`config.mk`:
```
export PLATFORM = sky130hd
export DESIGN_NAME = mig_app_arbiter_flat
export DESIGN_NICKNAME = d
export VERILOG_FILES = /design/src/rtl/mig_app_arbiter_if.sv /design/src/rtl/mig_app_arbiter.sv /design/src/flat_wrapper.sv
export SDC_FILE = /design/constraint.sdc
export NUM_CORES = 1
export LEC_CHECK = 0
export CAP_MARGIN = 0
export CORE_AREA = 2 2 454 456
export CTS_BUF_LIST = sky130_fd_sc_hd__clkbuf_4 sky130_fd_sc_hd__clkbuf_8
export DETAILED_ROUTE_END_ITERATION = 8
export DIE_AREA = 0 0 456 458
export PLACE_DENSITY = 0.34
export RECOVER_POWER = 100
export SLEW_MARGIN = 25
export SYNTH_ARGS = -nofsm -noshare
export SYNTH_HDL_FRONTEND = slang
export SYNTH_SLANG_ARGS = --single-unit
export TNS_END_PERCENT = 100
```
`constraint.sdc`:
```
create_clock -name ui_clk -period 3 [get_ports ui_clk]
set_clock_uncertainty 0.1 [all_clocks]
set_input_delay 0.9 -clock ui_clk [delete_from_list [all_inputs] [get_ports ui_clk]]
set_output_delay 0.9 -clock ui_clk [all_outputs]
set_load 0.01 [all_outputs]
```
`src/rtl/mig_app_arbiter_if.sv`:
```
// rtl/mig_app_arbiter_if.sv - requester, MIG app and status signals of the MIG app arbiter
interface mig_app_arbiter_if #(
  parameter int ADDR_W = 29,
  parameter int DATA_W = 256
);
  logic                  init_calib_complete;
  logic                  wr_req;
  logic [ADDR_W-1:0]     wr_addr;
  logic [DATA_W-1:0]     wr_data;
  logic                  wr_ack;
  logic                  rd_req;
  logic [ADDR_W-1:0]     rd_addr;
  logic                  rd_ack;
  logic [DATA_W-1:0]     rd_data;
  logic                  rd_valid;
  logic                  app_en;
  logic                  app_wdf_wren;
  logic                  app_wdf_end;
  logic [2:0]            app_cmd;
  logic [ADDR_W-1:0]     app_addr;
  logic [DATA_W-1:0]     app_wdf_data;
  logic [DATA_W/8-1:0]   app_wdf_mask;
  logic                  app_rdy;
  logic                  app_wdf_rdy;
  logic                  app_rd_data_valid;
  logic [DATA_W-1:0]     app_rd_data;
  logic                  busy;
  logic [4:0]            rd_outstanding;

  modport slave (
    input  init_calib_complete, wr_req, wr_addr, wr_data, rd_req, rd_addr,
           app_rdy, app_wdf_rdy, app_rd_data_valid, app_rd_data,
    output wr_ack, rd_ack, rd_data, rd_valid, app_en, app_wdf_wren, app_wdf_end,
           app_cmd, app_addr, app_wdf_data, app_wdf_mask, busy, rd_outstanding
  );

  modport master (
    output init_calib_complete, wr_req, wr_addr, wr_data, rd_req, rd_addr,
           app_rdy, app_wdf_rdy, app_rd_data_valid, app_rd_data,
    input  wr_ack, rd_ack, rd_data, rd_valid, app_en, app_wdf_wren, app_wdf_end,
           app_cmd, app_addr, app_wdf_data, app_wdf_mask, busy, rd_outstanding
  );
endinterface

```
`src/rtl/mig_app_arbiter.sv`:
```
// rtl/mig_app_arbiter.sv - round-robin write/read arbiter in front of a MIG app port
module mig_app_arbiter #(
  parameter int ADDR_W     = 29,
  parameter int DATA_W     = 256,
  parameter int MAX_RD_OUT = 16
) (
  input  logic           ui_clk,
  input  logic           sys_rst,
  mig_app_arbiter_if.slave bus
);

  typedef enum logic [1:0] {ST_INIT, ST_IDLE, ST_WR, ST_RD} state_t;

  localparam logic [4:0] MAX_CNT = 5'(MAX_RD_OUT);

  state_t              state, state_nxt;
  logic                last_grant_wr;
  logic                grant_wr, grant_rd;
  logic                wr_done, rd_done, rd_elig;
  logic                app_en_q, app_wdf_wren_q, app_wdf_end_q;
  logic [2:0]          app_cmd_q;
  logic [ADDR_W-1:0]   app_addr_q;
  logic [DATA_W-1:0]   app_wdf_data_q;
  logic                wr_ack_q, rd_ack_q;
  logic                rd_valid_q;
  logic [DATA_W-1:0]   rd_data_q;
  logic [4:0]          rd_cnt_q;

  assign wr_done = (state == ST_WR) && bus.app_rdy && bus.app_wdf_rdy;
  assign rd_done = (state == ST_RD) && bus.app_rdy;
  assign rd_elig = bus.rd_req && (rd_cnt_q < MAX_CNT);

  // Calibration loss in IDLE wins over any pending request
  always_comb begin
    state_nxt = state;
    grant_wr  = 1'b0;
    grant_rd  = 1'b0;
    case (state)
      ST_INIT: if (bus.init_calib_complete) state_nxt = ST_IDLE;
      ST_IDLE: begin
        if (!bus.init_calib_complete) begin
          state_nxt = ST_INIT;
        end else if (bus.wr_req && rd_elig) begin
          grant_rd = last_grant_wr;
          grant_wr = !last_grant_wr;
        end else begin
          grant_wr = bus.wr_req;
          grant_rd = rd_elig;
        end
        if (grant_wr) state_nxt = ST_WR;
        if (grant_rd) state_nxt = ST_RD;
      end
      ST_WR:   if (wr_done) state_nxt = ST_IDLE;
      ST_RD:   if (rd_done) state_nxt = ST_IDLE;
      default: state_nxt = ST_INIT;
    endcase
  end

  always_ff @(posedge ui_clk) begin
    if (!sys_rst) begin
      state          <= ST_INIT;
      last_grant_wr  <= 1'b1;
      app_en_q       <= 1'b0;
      app_wdf_wren_q <= 1'b0;
      app_wdf_end_q  <= 1'b0;
      app_cmd_q      <= 3'b000;
      app_addr_q     <= '0;
      app_wdf_data_q <= '0;
      wr_ack_q       <= 1'b0;
      rd_ack_q       <= 1'b0;
      rd_valid_q     <= 1'b0;
      rd_data_q      <= '0;
      rd_cnt_q       <= 5'd0;
    end else begin
      state      <= state_nxt;
      wr_ack_q   <= wr_done;
      rd_ack_q   <= rd_done;
      rd_valid_q <= bus.app_rd_data_valid;
      rd_data_q  <= bus.app_rd_data;
      if (grant_wr) begin
        app_en_q       <= 1'b1;
        app_wdf_wren_q <= 1'b1;
        app_wdf_end_q  <= 1'b1;
        app_cmd_q      <= 3'b000;
        app_addr_q     <= bus.wr_addr;
        app_wdf_data_q <= bus.wr_data;
        last_grant_wr  <= 1'b1;
      end else if (grant_rd) begin
        app_en_q       <= 1'b1;
        app_wdf_wren_q <= 1'b0;
        app_wdf_end_q  <= 1'b0;
        app_cmd_q      <= 3'b001;
        app_addr_q     <= bus.rd_addr;
        last_grant_wr  <= 1'b0;
      end else if (wr_done || rd_done) begin
        app_en_q       <= 1'b0;
        app_wdf_wren_q <= 1'b0;
        app_wdf_end_q  <= 1'b0;
      end
      // Accept and return in the same cycle cancel; a stray return never wraps below zero
      if (rd_done && !bus.app_rd_data_valid) begin
        rd_cnt_q <= rd_cnt_q + 5'd1;
      end else if (!rd_done && bus.app_rd_data_valid && (rd_cnt_q != 5'd0)) begin
        rd_cnt_q <= rd_cnt_q - 5'd1;
      end
    end
  end

  assign bus.app_en         = app_en_q;
  assign bus.app_wdf_wren   = app_wdf_wren_q;
  assign bus.app_wdf_end    = app_wdf_end_q;
  assign bus.app_cmd        = app_cmd_q;
  assign bus.app_addr       = app_addr_q;
  assign bus.app_wdf_data   = app_wdf_data_q;
  assign bus.app_wdf_mask   = '0;
  assign bus.wr_ack         = wr_ack_q;
  assign bus.rd_ack         = rd_ack_q;
  assign bus.rd_valid       = rd_valid_q;
  assign bus.rd_data        = rd_data_q;
  assign bus.rd_outstanding = rd_cnt_q;
  assign bus.busy           = (state != ST_IDLE);

endmodule

```
`src/flat_wrapper.sv`:
```
// flat-port wrapper written by rule: the top's interface ports become plain ports
module mig_app_arbiter_flat 
#(
  parameter int ADDR_W     = 29,
  parameter int DATA_W     = 256,
  parameter int MAX_RD_OUT = 16
)
  (ui_clk, sys_rst, bus_init_calib_complete, bus_wr_req, bus_wr_addr, bus_wr_data, bus_rd_req, bus_rd_addr, bus_app_rdy, bus_app_wdf_rdy, bus_app_rd_data_valid, bus_app_rd_data, bus_wr_ack, bus_rd_ack, bus_rd_data, bus_rd_valid, bus_app_en, bus_app_wdf_wren, bus_app_wdf_end, bus_app_cmd, bus_app_addr, bus_app_wdf_data, bus_app_wdf_mask, bus_busy, bus_rd_outstanding);
  mig_app_arbiter_if #(.ADDR_W(ADDR_W), .DATA_W(DATA_W)) bus_i ();
  input  logic ui_clk;
  input  logic sys_rst;
  input wire logic [$bits(bus_i.init_calib_complete)-1:0] bus_init_calib_complete;
  input wire logic [$bits(bus_i.wr_req)-1:0] bus_wr_req;
  input wire logic [$bits(bus_i.wr_addr)-1:0] bus_wr_addr;
  input wire logic [$bits(bus_i.wr_data)-1:0] bus_wr_data;
  input wire logic [$bits(bus_i.rd_req)-1:0] bus_rd_req;
  input wire logic [$bits(bus_i.rd_addr)-1:0] bus_rd_addr;
  input wire logic [$bits(bus_i.app_rdy)-1:0] bus_app_rdy;
  input wire logic [$bits(bus_i.app_wdf_rdy)-1:0] bus_app_wdf_rdy;
  input wire logic [$bits(bus_i.app_rd_data_valid)-1:0] bus_app_rd_data_valid;
  input wire logic [$bits(bus_i.app_rd_data)-1:0] bus_app_rd_data;
  output wire logic [$bits(bus_i.wr_ack)-1:0] bus_wr_ack;
  output wire logic [$bits(bus_i.rd_ack)-1:0] bus_rd_ack;
  output wire logic [$bits(bus_i.rd_data)-1:0] bus_rd_data;
  output wire logic [$bits(bus_i.rd_valid)-1:0] bus_rd_valid;
  output wire logic [$bits(bus_i.app_en)-1:0] bus_app_en;
  output wire logic [$bits(bus_i.app_wdf_wren)-1:0] bus_app_wdf_wren;
  output wire logic [$bits(bus_i.app_wdf_end)-1:0] bus_app_wdf_end;
  output wire logic [$bits(bus_i.app_cmd)-1:0] bus_app_cmd;
  output wire logic [$bits(bus_i.app_addr)-1:0] bus_app_addr;
  output wire logic [$bits(bus_i.app_wdf_data)-1:0] bus_app_wdf_data;
  output wire logic [$bits(bus_i.app_wdf_mask)-1:0] bus_app_wdf_mask;
  output wire logic [$bits(bus_i.busy)-1:0] bus_busy;
  output wire logic [$bits(bus_i.rd_outstanding)-1:0] bus_rd_outstanding;
  assign bus_i.init_calib_complete = bus_init_calib_complete;
  assign bus_i.wr_req = bus_wr_req;
  assign bus_i.wr_addr = bus_wr_addr;
  assign bus_i.wr_data = bus_wr_data;
  assign bus_i.rd_req = bus_rd_req;
  assign bus_i.rd_addr = bus_rd_addr;
  assign bus_i.app_rdy = bus_app_rdy;
  assign bus_i.app_wdf_rdy = bus_app_wdf_rdy;
  assign bus_i.app_rd_data_valid = bus_app_rd_data_valid;
  assign bus_i.app_rd_data = bus_app_rd_data;
  assign bus_wr_ack = bus_i.wr_ack;
  assign bus_rd_ack = bus_i.rd_ack;
  assign bus_rd_data = bus_i.rd_data;
  assign bus_rd_valid = bus_i.rd_valid;
  assign bus_app_en = bus_i.app_en;
  assign bus_app_wdf_wren = bus_i.app_wdf_wren;
  assign bus_app_wdf_end = bus_i.app_wdf_end;
  assign bus_app_cmd = bus_i.app_cmd;
  assign bus_app_addr = bus_i.app_addr;
  assign bus_app_wdf_data = bus_i.app_wdf_data;
  assign bus_app_wdf_mask = bus_i.app_wdf_mask;
  assign bus_busy = bus_i.busy;
  assign bus_rd_outstanding = bus_i.rd_outstanding;
  mig_app_arbiter #(.ADDR_W(ADDR_W), .DATA_W(DATA_W), .MAX_RD_OUT(MAX_RD_OUT)) u_core (.ui_clk(ui_clk), .sys_rst(sys_rst), .bus(bus_i));
endmodule
```
Yosys cells after proc, flatten, opt, wreduce, memory -nomap -nowiden
Index checks and enable logic that the tools add are counted.

storage, ports and cells
  flip-flop bits (word level) = 555
  latch bits = 0
  RAM bits = 0
  ROM bits = 0
  bits of input ports = 578
  output and inout bits = 588
  logic and storage cells = 67
  memories kept = 0

operators by class
  add/sub/neg operators = 2
  multipliers = 0
  divide/modulo/power cells = 0
  magnitude comparators = 1
  equal/unequal tests = 8
  shift operators = 0
  mux-type cells = 24
  bitwise logic cells = 1
  reductions and logical operators = 19

operator list
  kind                   number
  $mux W29               2
  $mux W1                13
  $mux W2                6
  $mux W5                2
  $logic_and A1 B1 Y1    8
  $pmux W2 S4            1
  $ne A2 B1 Y1 const B   3
  $add A5 B1 Y5 const B  1
  $lt A5 B5 Y1 const B   1
  $reduce_bool A5 Y1     1
  $sub A5 B1 Y5 const B  1
  $eq A2 B2 Y1 const B   2
  $ne A4 B2 Y1 const B   1
  $reduce_and A4 Y1      1
  $reduce_bool A2 Y1     2
  $logic_not A1 Y1       3
  $reduce_bool A3 Y1     1
  $eq A2 B1 Y1 const B   1
  $logic_not A2 Y1       1
  $ne A2 B2 Y1 const B   1
  $reduce_or A2 Y1       1
  $logic_or A1 B1 Y1     1
  $not A1 Y1             1

Logic depth before layout (Yosys ltp)
Gate-level depths: netlist (run 1).

  word-level depth = 9
  gate-level depth with buffers = 9
  gate-level depth less buffers = 7

Worst setup path before layout (run 1)
Ideal clock, no wire load.

  kind = input to register
  from = in bus_app_rd_data_valid
  to = reg u_core.rd_cnt_q[4], in the netlist u_core.bus.rd_outstanding[4]
  setup time = 0.131 ns
  arrival = 2.415 ns
  required time = 2.769 ns
  path slack = 0.353 ns
  stages on the path = 8
  path buffers = 1
  cells stage by stage = and4b_1 -> clkbuf_1 -> inv_1 -> ha_1 -> a21oi_1 -> nand2_1 -> a221oi_1 -> o41ai_1

on the way
  longest elaborated chain between the ends = 3
  elaborated cells between the ends (all ways) = 6
  classes of those cells = 1 x mux; 5 x reduce/logical

RTL lines
  what                                                            RTL line                                        text
  start: declaration                                              flat_wrapper.sv:20                              input wire logic [$bits(bus_i.app_rd_data_valid)-1:0] bus_app_rd_data_valid;
  $logic_not A1 Y1 / $logic_and A1 B1 Y1 (equally long branches)  mig_app_arbiter.sv:101, mig_app_arbiter.sv:103
  $logic_and A1 B1 Y1, on equally long branches                   mig_app_arbiter.sv:101, mig_app_arbiter.sv:103
  $mux W5 / $reduce_bool A2 Y1 (equally long branches)            -
  end signal: assignment                                          mig_app_arbiter.sv:102                          rd_cnt_q <= rd_cnt_q + 5'd1;
  end signal: assignment                                          mig_app_arbiter.sv:104                          rd_cnt_q <= rd_cnt_q - 5'd1;
  end: declaration                                                mig_app_arbiter.sv:27                           logic [4:0] rd_cnt_q;

Several ways; a longest one is shown, not always the timed one.
A chain may end at the register's enable or synchronous reset.

Worst setup path after layout (run 1)
  from = reg u_core.app_wdf_data_q[35], in the netlist u_core.bus.app_wdf_data[35]
  to = out bus_app_wdf_data[35]

RTL lines
  what                      RTL line               text
  start: declaration        mig_app_arbiter.sv:23  logic [DATA_W-1:0] app_wdf_data_q;
  start signal: assignment  mig_app_arbiter.sv:86  app_wdf_data_q <= bus.wr_data;
  end: declaration          flat_wrapper.sv:31     output wire logic [$bits(bus_i.app_wdf_data)-1:0] bus_app_wdf_data;

No word-level cell between the ends.

==> flow_summary_export.csv, run 1 <==
group,metric,value,unit
run_status,outcome,"completed",
timing,drv_slew,0,
pwr,swShare,0.266,
grt,grt_antenna_before_repair,24,
pwr,cellInternalPower,14.4,mW
synthesis,synth-simple-area-share,0.233,
layout,final_util,0.173,
synthesis,synth_area,18600,um2
synthesis,yosys-top-cells-area,"dfxtp_1 60%, nand2_1 8.6%, and2_1 8.6%, a21oi_2 4.7%, a21oi_1 4.4%",
drt,wl,121000,um
setup_path,arrival,1.88,ns
worst_hold_path,holdCritPathClass,"reg -> reg",
pwr,ir_worst_vdd,0.000351,V
synthesis,yosys.area_share.xor_xnor,0.000470,
synthesis,synth_top_family_by_area,"simple AND/OR/NAND/NOR gates",
timing,maxSlewHeadroom,0.152,
setup_path,cp_slowest_stage_delay,0.58,ns
synthesis,synth_cells,1933,
layout,fin_cells,5908,
drt,routedWlPerCell,20.5,um
synthesis,yosys.area.top_type,"dfxtp_1",
synthesis,synth_edf_count,0,
drt,drt-initial-drc-count,957,
setup_path,crit_fanout,2,
timing,tightest_slew,1.27,ns
place,numPortBuffers,1131,
setup_path,critical_path_class,"reg -> out",
floorplanning,rows,166,
drt,ant_nets,0,
timing,finalSetupViolations,0,
grt,overflow,0,
synthesis,synth.distinct_cells,42,
worst_hold_path,whs_endpoint,"u_core.bus.app_wdf_data[185]",
grt,grt_pass1_wl,160000,um
setup_path,r2r_start,"u_core.state[1]",
timing,fmax,348,MHz
synthesis,ys_ff_latch,555,
synthesis,synth_area_per_cell,9.64,um2
setup_path,r2r_setup_slack,0.25,ns
layout,fin_nets,3699,
cts,clock_latency,0.86,ns
pwr,p_sw,5.22,mW
synthesis,synth.top_cell.area_share,0.596,
cts,cts.sinks,555,
drt,drt-vias-per-instance,3.00,
floorplanning,die_h,458,um
setup_path,endpoint_kind,"primary output",
pwr,pwr-share-comb,0.130,
grt,grt_pass1_vias,17800,
timing,finalCritPeriodShare,0.959,
floorplanning,ios,1166,
setup_path,cpMaxStageDelayCell,"clkdlybuf4s50_1",
drt,first_pass_iters,5,
cts,numCtsBuffers,113,
floorplanning,coreArea,204000,um2
cts,cts_setup_buffers,0,
pwr,p_per_area,555,nW/um2
pwr,pwr-share-clk,0.470,
setup_path,rr_worst_depth,6,
setup_path,worstReg2RegEnd,"u_core.bus.app_wdf_data[98]",
synthesis,yosysSeqAreaShare,0.596,
drt,drc,0,
place,place_area,33200,um2
pwr,leakage,13.5,nW
cts,tritoncts,"built",
cts,cts-root-buf,"clkbuf_8",
place,dp_hpwl,97900,um
drt,vias,17700,
synthesis,synth_compound_area_frac,0.106,
setup_path,critPathLaunchType,"flop",
setup_path,critical_path_buf_inv_count,1,
layout,area_growth,89.6,%
floorplanning,die-width,456,um
worst_hold_path,min_path_cells,2,
setup_path,cp.required,2.00,ns
run,cap_violations,0,
synthesis,muxShareOfSynthArea,0,
timing,rsz0062_at_grt,"no",
setup_path,crit_family,"buffers and inverters",
cts,clockBufferDepth,3,
layout,drive_above_1_share,0.123,
place,dp.cells,5690,
floorplanning,start_util,0.0914,
synthesis,async_flop_share,0,
layout,fillers,22900,
grt,globalRouteTotalUtil,0.111,
layout,fin_area,35300,um2
grt,grt_max_degree,66,
synthesis,synth_adder_area_share,0.00309,
floorplanning,die_area,209000,um2
worst_hold_path,hold_start,"u_core.bus.app_wdf_data[185]",
cts,cts_htree_levels,3,
setup_path,crit_chain,"clkdlybuf4s50_1",
cts,cts.clk_slew.worst_paths,0.05,ns
synthesis,ys.warnings.count,0,
timing,finalHoldViolations,0,
place,globalplace.congestion,0.847,
timing,post-route-min-period,2.88,ns
synthesis,synth_flop_cell,"dfxtp_1",
pwr,sequentialPowerShare,0.400,
==> per-layer routing <==
metal | global-route usage | share of wire | vias up
li1 | - | - | 8519
met4 | 0.0248 | 0.017 | 12
met3 | 0.0390 | 0.079 | 163
met1 | 0.135 | 0.42 | 8316
met5 | 0 | 0.00057 | -
met2 | 0.188 | 0.49 | 718
==> cell families (layout without fill, tap and decap cells) <==
kind of cell             Yosys count  count (layout)
adder cells (fa/ha/maj)            4               4
buffers and inverters            171            1416
XOR/XNOR                           1               1
AND/OR/NAND/NOR                  890             890
AO/OA/AOI/OAI                    311             311
other                              1              43
flip-flops                       555             555
==> worst max-delay path by stage <==
stage	cells after the start	from	to	slack [ns]
after global routing	1	u_core.bus.app_wdf_data[29]	bus_app_wdf_data[29]	0.0005
after CTS	1	u_core.bus.rd_data[45]	bus_rd_data[45]	0.002
final	1	u_core.bus.app_wdf_data[35]	bus_app_wdf_data[35]	0.12
after global placement	8	bus_app_rdy	u_core.bus.rd_outstanding[4]	-0.30
after floorplan	8	bus_app_rd_data_valid	u_core.bus.rd_outstanding[4]	0.35
after detailed placement	8	bus_app_rd_data_valid	u_core.bus.rd_outstanding[4]	-0.14
==> final cells by class <==
type | instances | area (um2) | share of cell area
repair buffers | 1205 | 11900 | 0.338
flip-flops and latches | 555 | 11100 | 0.315
multi-input cells | 1240 | 6250 | 0.177
well taps | 2688 | 3360 | 0.0952
clock buffers | 185 | 2310 | 0.0654
clock inverters | 24 | 302 | 0.00854
diodes | 9 | 22.5 | 0.000638
inverters | 2 | 8.76 | 0.000248
==> cells in the mapped netlist (2+ instances only) <==
cell type  instances
nand2_2           90
buf_6             20
clkbuf_2           2
and2_1           257
a21oi_2          100
and3b_1            2
o21a_1             2
o211ai_1           3
ha_1               3
nor2b_1            2
a211oi_1           2
nor3_1            62
buf_2             34
o21ai_0           32
clkbuf_1          67
buf_4             36
buf_12            10
nor2_1            34
nand3_1            6
nand2_1          429
a21oi_1          165
dfxtp_1          555
==> what timing repair did <==
action,4_1_cts,5_1_grt
hold buffers,0,0
hold endpoints to repair,0,0
gates resized for setup,93,0
endpoints found under the setup margin,74,0
==> stage by stage <==
step | hold WS (ns) | TNS (ns) | setup slack (ns) | power [mW]
after floorplan | 0.381 | 0 | 0.353 | 8.86
after global placement | 0.341 | -0.321 | -0.296 | 10.8
after detailed placement | 0.345 | -0.166 | -0.137 | 10.8
after CTS | 0.171 | 0 | 0.00197 | 20.3
after global routing | 0.366 | 0 | 0.000516 | 20.6
final | 0.349 | 0 | 0.122 | 19.6
==> power groups by stage <==
stage / logic, mW / registers (mW) / clock network [mW]
after floorplan: 0.718 / 8.14 / 0
after global placement: 2.80 / 8.02 / 0
after detailed placement: 2.76 / 8.02 / 0
after CTS: 2.75 / 7.86 / 9.71
after global routing: 2.75 / 7.88 / 9.98
final: 2.56 / 7.85 / 9.21
==> layout by cell type (no fill, tap or decap), types with 62 or more instances in the layout <==
cell	Yosys	layout
nand2_1	429	456
dfxtp_1	555	539
and2_1	257	140
a21oi_1	165	221
dlygate4sd3_1	0	420
and2_0	0	117
clkbuf_8	0	147
nor3_1	62	62
clkdlybuf4s50_1	0	646
nand2_2	90	63
==> registers in the layout, summed over array words and instances (netlist names), 2 cells and up <==
register,count
u_core.bus.app_addr,29
u_core.bus.app_wdf_data,256
u_core.bus.rd_data,256
u_core.bus.rd_outstanding,5
u_core.state,2
(Power assumes the default switching activity.)
==> run 2: changes to the inputs <==
--- a/config.mk
+++ b/config.mk
@@ -12,6 +12,8 @@
 export DIE_AREA = 0 0 456 458
 export PLACE_DENSITY = 0.34
 export RECOVER_POWER = 100
+export REMOVE_ABC_BUFFERS = 1
+export SKIP_LAST_GASP = 1
 export SLEW_MARGIN = 25
 export SYNTH_ARGS = -nofsm -noshare
 export SYNTH_HDL_FRONTEND = slang
==> run 2 against run 1 <==
Compared with the run above: the run now ends with capacitance limit, slew limit left; worst setup slack better by 0.053 ns; via count down 0.15%; register-to-register slack better by 0.06 ns; clock power grew 4.9%; fmax increased by 1.9%; global-route usage fell by 0.76 points; sequential cell count unchanged; power up 2.3%; largest power group unchanged.
==> flow_summary_export.csv, run 2 (synthesis gave the netlist of run 1 again) <==
group,metric,value,unit
timing,maxSlewHeadroom,-0.469,
drt,top_layer,"met5",
setup_path,crit_family,"buffers and inverters",
grt,grt_pass1_vias,18300,
layout,fin_nets,3700,
floorplanning,rows,166,
setup_path,r2r_setup_slack,0.31,ns
timing,finalSetupViolations,0,
timing,finalCritPeriodShare,0.942,
layout,final_common_cell,"clkdlybuf4s50_1",
setup_path,critical_path_buf_inv_count,1,
pwr,p_sw,5.29,mW
layout,multi_input_area,6280,um2
pwr,leakage,13.3,nW
pwr,swShare,0.264,
timing,post-route-min-period,2.82,ns
drt,ant_nets,0,
timing,layout_setup_ws,0.175,ns
drt,wl_met3,8820,um
worst_hold_path,holdCritPathClass,"reg -> reg",
setup_path,endpoint_kind,"primary output",
run_status,outcome,"finished, violations left",
layout,fillers,22900,
drt,routedWlPerCell,19.1,um
grt,globalRouteTotalUtil,0.104,
cts,cts_htree_levels,3,
grt,grt_pass1_wl,151000,um
floorplanning,die_h,458,um
layout,regArea,11100,um2
pwr,sequentialPowerShare,0.391,
run,cap_violations,4,
layout,layout_common_cells,"759 x clkdlybuf4s50_1, 554 x dfxtp_1, 484 x nand2_1",
setup_path,r2r_start,"u_core.bus.rd_outstanding[4]",
setup_path,arrival,1.82,ns
floorplanning,coreArea,204000,um2
floorplanning,die-width,456,um
cts,numCtsBuffers,116,
cts,cts.clk_slew.worst_paths,0.06,ns
setup_path,rr_worst_depth,6,
timing,drv_slew,259,
pwr,p_per_area,566,nW/um2
timing,rsz0062_at_grt,"no",
setup_path,cpMaxStageDelayCell,"dlygate4sd3_1",
setup_path,critPathLaunchType,"flop",
place,numPortBuffers,1131,
setup_path,cp_slowest_stage_delay,0.63,ns
pwr,pwr-share-clk,0.481,
timing,tightest_slew,2.20,ns
setup_path,cp.required,2.00,ns
setup_path,cp.depth,1,
drt,drc,0,
worst_hold_path,min_path_cells,2,
drt,vias,17700,
pwr,cellInternalPower,14.8,mW
layout,area_growth,90.4,%
drt,drt-initial-drc-count,695,
cts,tritoncts,"built",
drt,drt-vias-per-instance,2.99,
floorplanning,start_util,0.0914,
worst_hold_path,hold_start,"u_core.bus.app_wdf_data[211]",
setup_path,crit_chain,"dlygate4sd3_1",
drt,wl_met2,60300,um
grt,overflow,0,
timing,fmax,354,MHz
worst_hold_path,whs_endpoint,"u_core.bus.app_wdf_data[211]",
grt,grt_antenna_before_repair,37,
setup_path,critical_path_class,"reg -> out",
place,globalplace.congestion,0.815,
place,dp_worst_setup_slack,-0.0902,ns
cts,clockBufferDepth,3,
layout,drive_above_1_share,0.119,
pwr,ir_worst_vdd,0.000290,V
timing,finalHoldViolations,0,
place,dp_hpwl,88200,um
drt,wl_met1,39900,um
drt,first_pass_iters,5,
pwr,pwr-share-comb,0.127,
grt,grt_max_degree,98,
cts,clock_latency,0.85,ns
cts,cts.sinks,555,
setup_path,crit_fanout,1,
floorplanning,ios,1166,
drt,wl,113000,um
run_status,violations,"capacitance limit, slew limit",
cts,cts-root-buf,"clkbuf_8",
setup_path,worstReg2RegEnd,"u_core.bus.app_wdf_data[92]",
pwr,design_power_total,20.1,mW
floorplanning,die_area,209000,um2
run 2: cell types whose count changed in the layout (fill, tap and decap cells not counted), moves of 17 or more:
cell	before	now
nand2_2	63	35
a21oi_2	44	75
dlygate4sd3_1	420	292
clkdlybuf4s50_1	646	759
a21oi_1	221	190
dlygate4sd2_1	58	75
nand2_1	456	484
run 2: stage by stage:
| stage | setup TNS (ns) | instances | util | area, um2 | hold WS, ns |
|---|---|---|---|---|---|
| finish | 0 | 5911 | 0.174 | 35500 | 0.350 |
| global route | 0 | 5907 | 0.174 | 35500 | 0.258 |
| CTS | -0.158 | 5898 | 0.176 | 35900 | 0.236 |
| detailed placement | -0.132 | 5688 | 0.163 | 33200 | 0.346 |
| global placement | -0.239 | 5688 | 0.163 | 33200 | 0.342 |
| floorplan | -1372.35 | 1797 | - | 17600 | 0.373 |
run 2: routing by layer:
layer  track usage  up-vias
met2         0.193      704
met3        0.0419      207
met1         0.103     8232
met4        0.0367       34
li1              -     8524
met5             0        -
run 2: area by class of cell:
type / count / area share
multi-input cells: 1240 / 0.177
clock inverters: 29 / 0.0127
inverters: 2 / 0.000423
repair buffers: 1203 / 0.336
flip-flops and latches: 555 / 0.313
clock buffers: 181 / 0.0646
diodes: 13 / 0.000917
well taps: 2688 / 0.0948
run 2: power by group through the flow:
| stage | sequential (mW) | clock (mW) | combinational [mW] |
|---|---|---|---|
| after detailed placement | 8.02 | 0 | 2.79 |
| after CTS | 7.87 | 10.3 | 2.77 |
| after global placement | 8.02 | 0 | 2.81 |
| after floorplan | 8.14 | 0 | 0.623 |
| final | 7.85 | 9.66 | 2.55 |
| after global routing | 7.89 | 10.5 | 2.75 |
run 2: what timing repair did:
item                                    4_1_cts  5_1_grt
gates resized for setup                      83        2
endpoints found under the hold margin         0        0
hold buffers                                  0        0
endpoints found under the setup margin       78        1
buffers inserted                              0        0
run 2: worst max-delay path by stage:
| stage | from | endpoint | slack, ns |
|---|---|---|---|
| 2_1_floorplan | bus_init_calib_complete | u_core.bus.app_wdf_data[76] | -5.01 |
| 3_3_place_gp | bus_app_rd_data_valid | u_core.bus.rd_outstanding[3] | -0.13 |
| 3_5_place_dp | bus_app_rd_data_valid | u_core.bus.rd_outstanding[4] | -0.09 |
| 4_1_cts | u_core.bus.rd_outstanding[0] | bus_rd_outstanding[0] | -0.16 |
| 5_1_grt | u_core.bus.app_wdf_data[66] | bus_app_wdf_data[66] | 0.0008 |
| 6_report | u_core.bus.rd_data[116] | bus_rd_data[116] | 0.18 |
run 2: worst min-delay path: cells and delay by family, from the launching register on:
| kind | cells | cell delay (ns) |
|---|---|---|
| compound gates | 1 | 0.05 |
| flops | 1 | 0.30 |
| simple gates | 1 | 0.05 |
==> run 3: changes to the inputs <==
--- a/config.mk
+++ b/config.mk
@@ -8,6 +8,7 @@
 export CAP_MARGIN = 0
 export CORE_AREA = 2 2 454 456
 export CTS_BUF_LIST = sky130_fd_sc_hd__clkbuf_4 sky130_fd_sc_hd__clkbuf_8
+export CTS_CLUSTER_SIZE = 40
 export DETAILED_ROUTE_END_ITERATION = 8
 export DIE_AREA = 0 0 456 458
 export PLACE_DENSITY = 0.34
==> run 3 against run 2 <==
Compared with the run above: clock power grew 2%; cell area up 0.18%; the run still ends with capacitance limit, slew limit left; routed wire length about the same; sequential share of layout area down 0.055 points; first-iteration DRC count decreased by 7.1%; non-clock buffer count stayed put; fmax hardly changed; via count hardly changed; final cell count about the same.
==> flow_summary_export.csv, run 3 (synthesis gave the netlist of run 1 again) <==
group,metric,value,unit
timing,finalSetupViolations,0,
layout,final_util,0.174,
run_status,outcome,"finished, violations left",
cts,clock_latency,0.85,ns
timing,fmax,354,MHz
setup_path,endpoint_kind,"primary output",
grt,grt_pass1_vias,18300,
cts,cts_setup_buffers,0,
setup_path,cpMaxStageDelayCell,"dlygate4sd3_1",
grt,globalRouteTotalUtil,0.104,
drt,drt-vias-per-instance,2.99,
setup_path,cp.required,2.00,ns
layout,drive_above_1_share,0.120,
setup_path,arrival,1.83,ns
drt,routedWlPerCell,19.1,um
pwr,p_per_area,569,nW/um2
drt,vias,17700,
timing,tightest_slew,2.18,ns
drt,drt-initial-drc-count,646,
layout,fillers,22900,
place,dp_hpwl,88200,um
drt,wl_met2,61000,um
floorplanning,start_util,0.0914,
place,globalplace.congestion,0.815,
drt,first_pass_iters,4,
setup_path,r2r_setup_slack,0.30,ns
grt,grt_max_degree,98,
setup_path,critPathLaunchType,"flop",
grt,overflow,0,
floorplanning,coreArea,204000,um2
setup_path,critical_path_buf_inv_count,1,
floorplanning,ios,1166,
cts,clockBufferDepth,3,
layout,fin_nets,3701,
timing,drv_slew,259,
drt,ant_nets,0,
cts,cts-root-buf,"clkbuf_8",
setup_path,cp_slowest_stage_delay,0.62,ns
cts,tritoncts,"built",
place,numPortBuffers,1131,
run_status,violations,"capacitance limit, slew limit",
grt,grt_antenna_before_repair,31,
timing,post-route-min-period,2.83,ns
drt,wl,113000,um
worst_hold_path,holdCritPathClass,"reg -> reg",
drt,top_layer,"met5",
cts,cts.sinks,555,
layout,layout_common_cells,"754 x clkdlybuf4s50_1, 554 x dfxtp_1, 484 x nand2_1",
layout,fin_cells,5916,
cts,numCtsBuffers,117,
place,dp.cells,5688,
drt,drc,0,
run,cap_violations,4,
grt,grt_pass1_wl,152000,um
floorplanning,die_h,458,um
pwr,leakage,13.3,nW
setup_path,crit_fanout,1,
cts,ctsHoldBuffers,0,
timing,rsz0062_at_grt,"no",
timing,maxSlewHeadroom,-0.453,
floorplanning,die-width,456,um
timing,finalCritPeriodShare,0.942,
timing,finalHoldViolations,0,
floorplanning,die_area,209000,um2
layout,final_common_cell,"clkdlybuf4s50_1",
setup_path,crit_chain,"dlygate4sd3_1",
drt,wl_met3,8370,um
cts,cts.clk_slew.worst_paths,0.06,ns
pwr,ir_worst_vdd,0.000332,V
floorplanning,rows,166,
layout,area_growth,90.8,%
drt,wl_met1,40600,um
cts,cts_htree_levels,3,
setup_path,crit_family,"buffers and inverters",
setup_path,critical_path_class,"reg -> out",
==> run 3: per-stage QoR <==
step | area (um2) | setup TNS, ns | power, mW | hold slack, ns | worst slack (ns)
after floorplan | 17600 | -1372.35 | 8.77 | 0.373 | -5.01
after global placement | 33200 | -0.239 | 10.8 | 0.342 | -0.132
after detailed placement | 33200 | -0.132 | 10.8 | 0.346 | -0.0902
after CTS | 36000 | -0.155 | 21.1 | 0.238 | -0.155
after global routing | 35500 | 0 | 21.3 | 0.260 | 0.00994
final | 35500 | 0 | 20.2 | 0.350 | 0.175
==> run 3: layout make-up <==
type | instances | area (um2) | area share
Clock buffer | 185 | 2330 | 0.0655
Tap cell | 2688 | 3360 | 0.0946
Timing Repair Buffer | 1203 | 11900 | 0.336
Multi-Input combinational cell | 1240 | 6280 | 0.177
Inverter | 2 | 15.0 | 0.000423
Sequential cell | 555 | 11100 | 0.313
Antenna cell | 13 | 32.5 | 0.000915
Clock inverter | 30 | 478 | 0.0135
==> run 3: metal layers <==
layer / vias up / global-route usage
met5: - / 0
met4: 28 / 0.0289
met3: 182 / 0.0394
met2: 653 / 0.197
met1: 8289 / 0.105
li1: 8533 / -
==> run 3: where the power goes <==
part	total [mW]	internal, mW	switching, mW
Clock	9.83	5.83	4.00
Sequential	7.85	7.69	0.159
Combinational	2.55	1.40	1.15
==> run 3: path summary, 6_finish.rpt <==
kind,start,endpoint,cells after the start
setup / recovery,u_core.bus.rd_data[116],bus_rd_data[116],1
hold / removal,u_core.bus.app_wdf_data[30],u_core.bus.app_wdf_data[30],2
setup reg to reg,u_core.bus.rd_outstanding[4],u_core.bus.app_wdf_data[114],6
hold reg to reg,u_core.bus.app_wdf_data[30],u_core.bus.app_wdf_data[30],2
==> run 3: what timing repair did <==
action	4_1_cts	5_1_grt
gates resized for setup	82	2
pin swaps	0	0
setup endpoints to repair	77	1
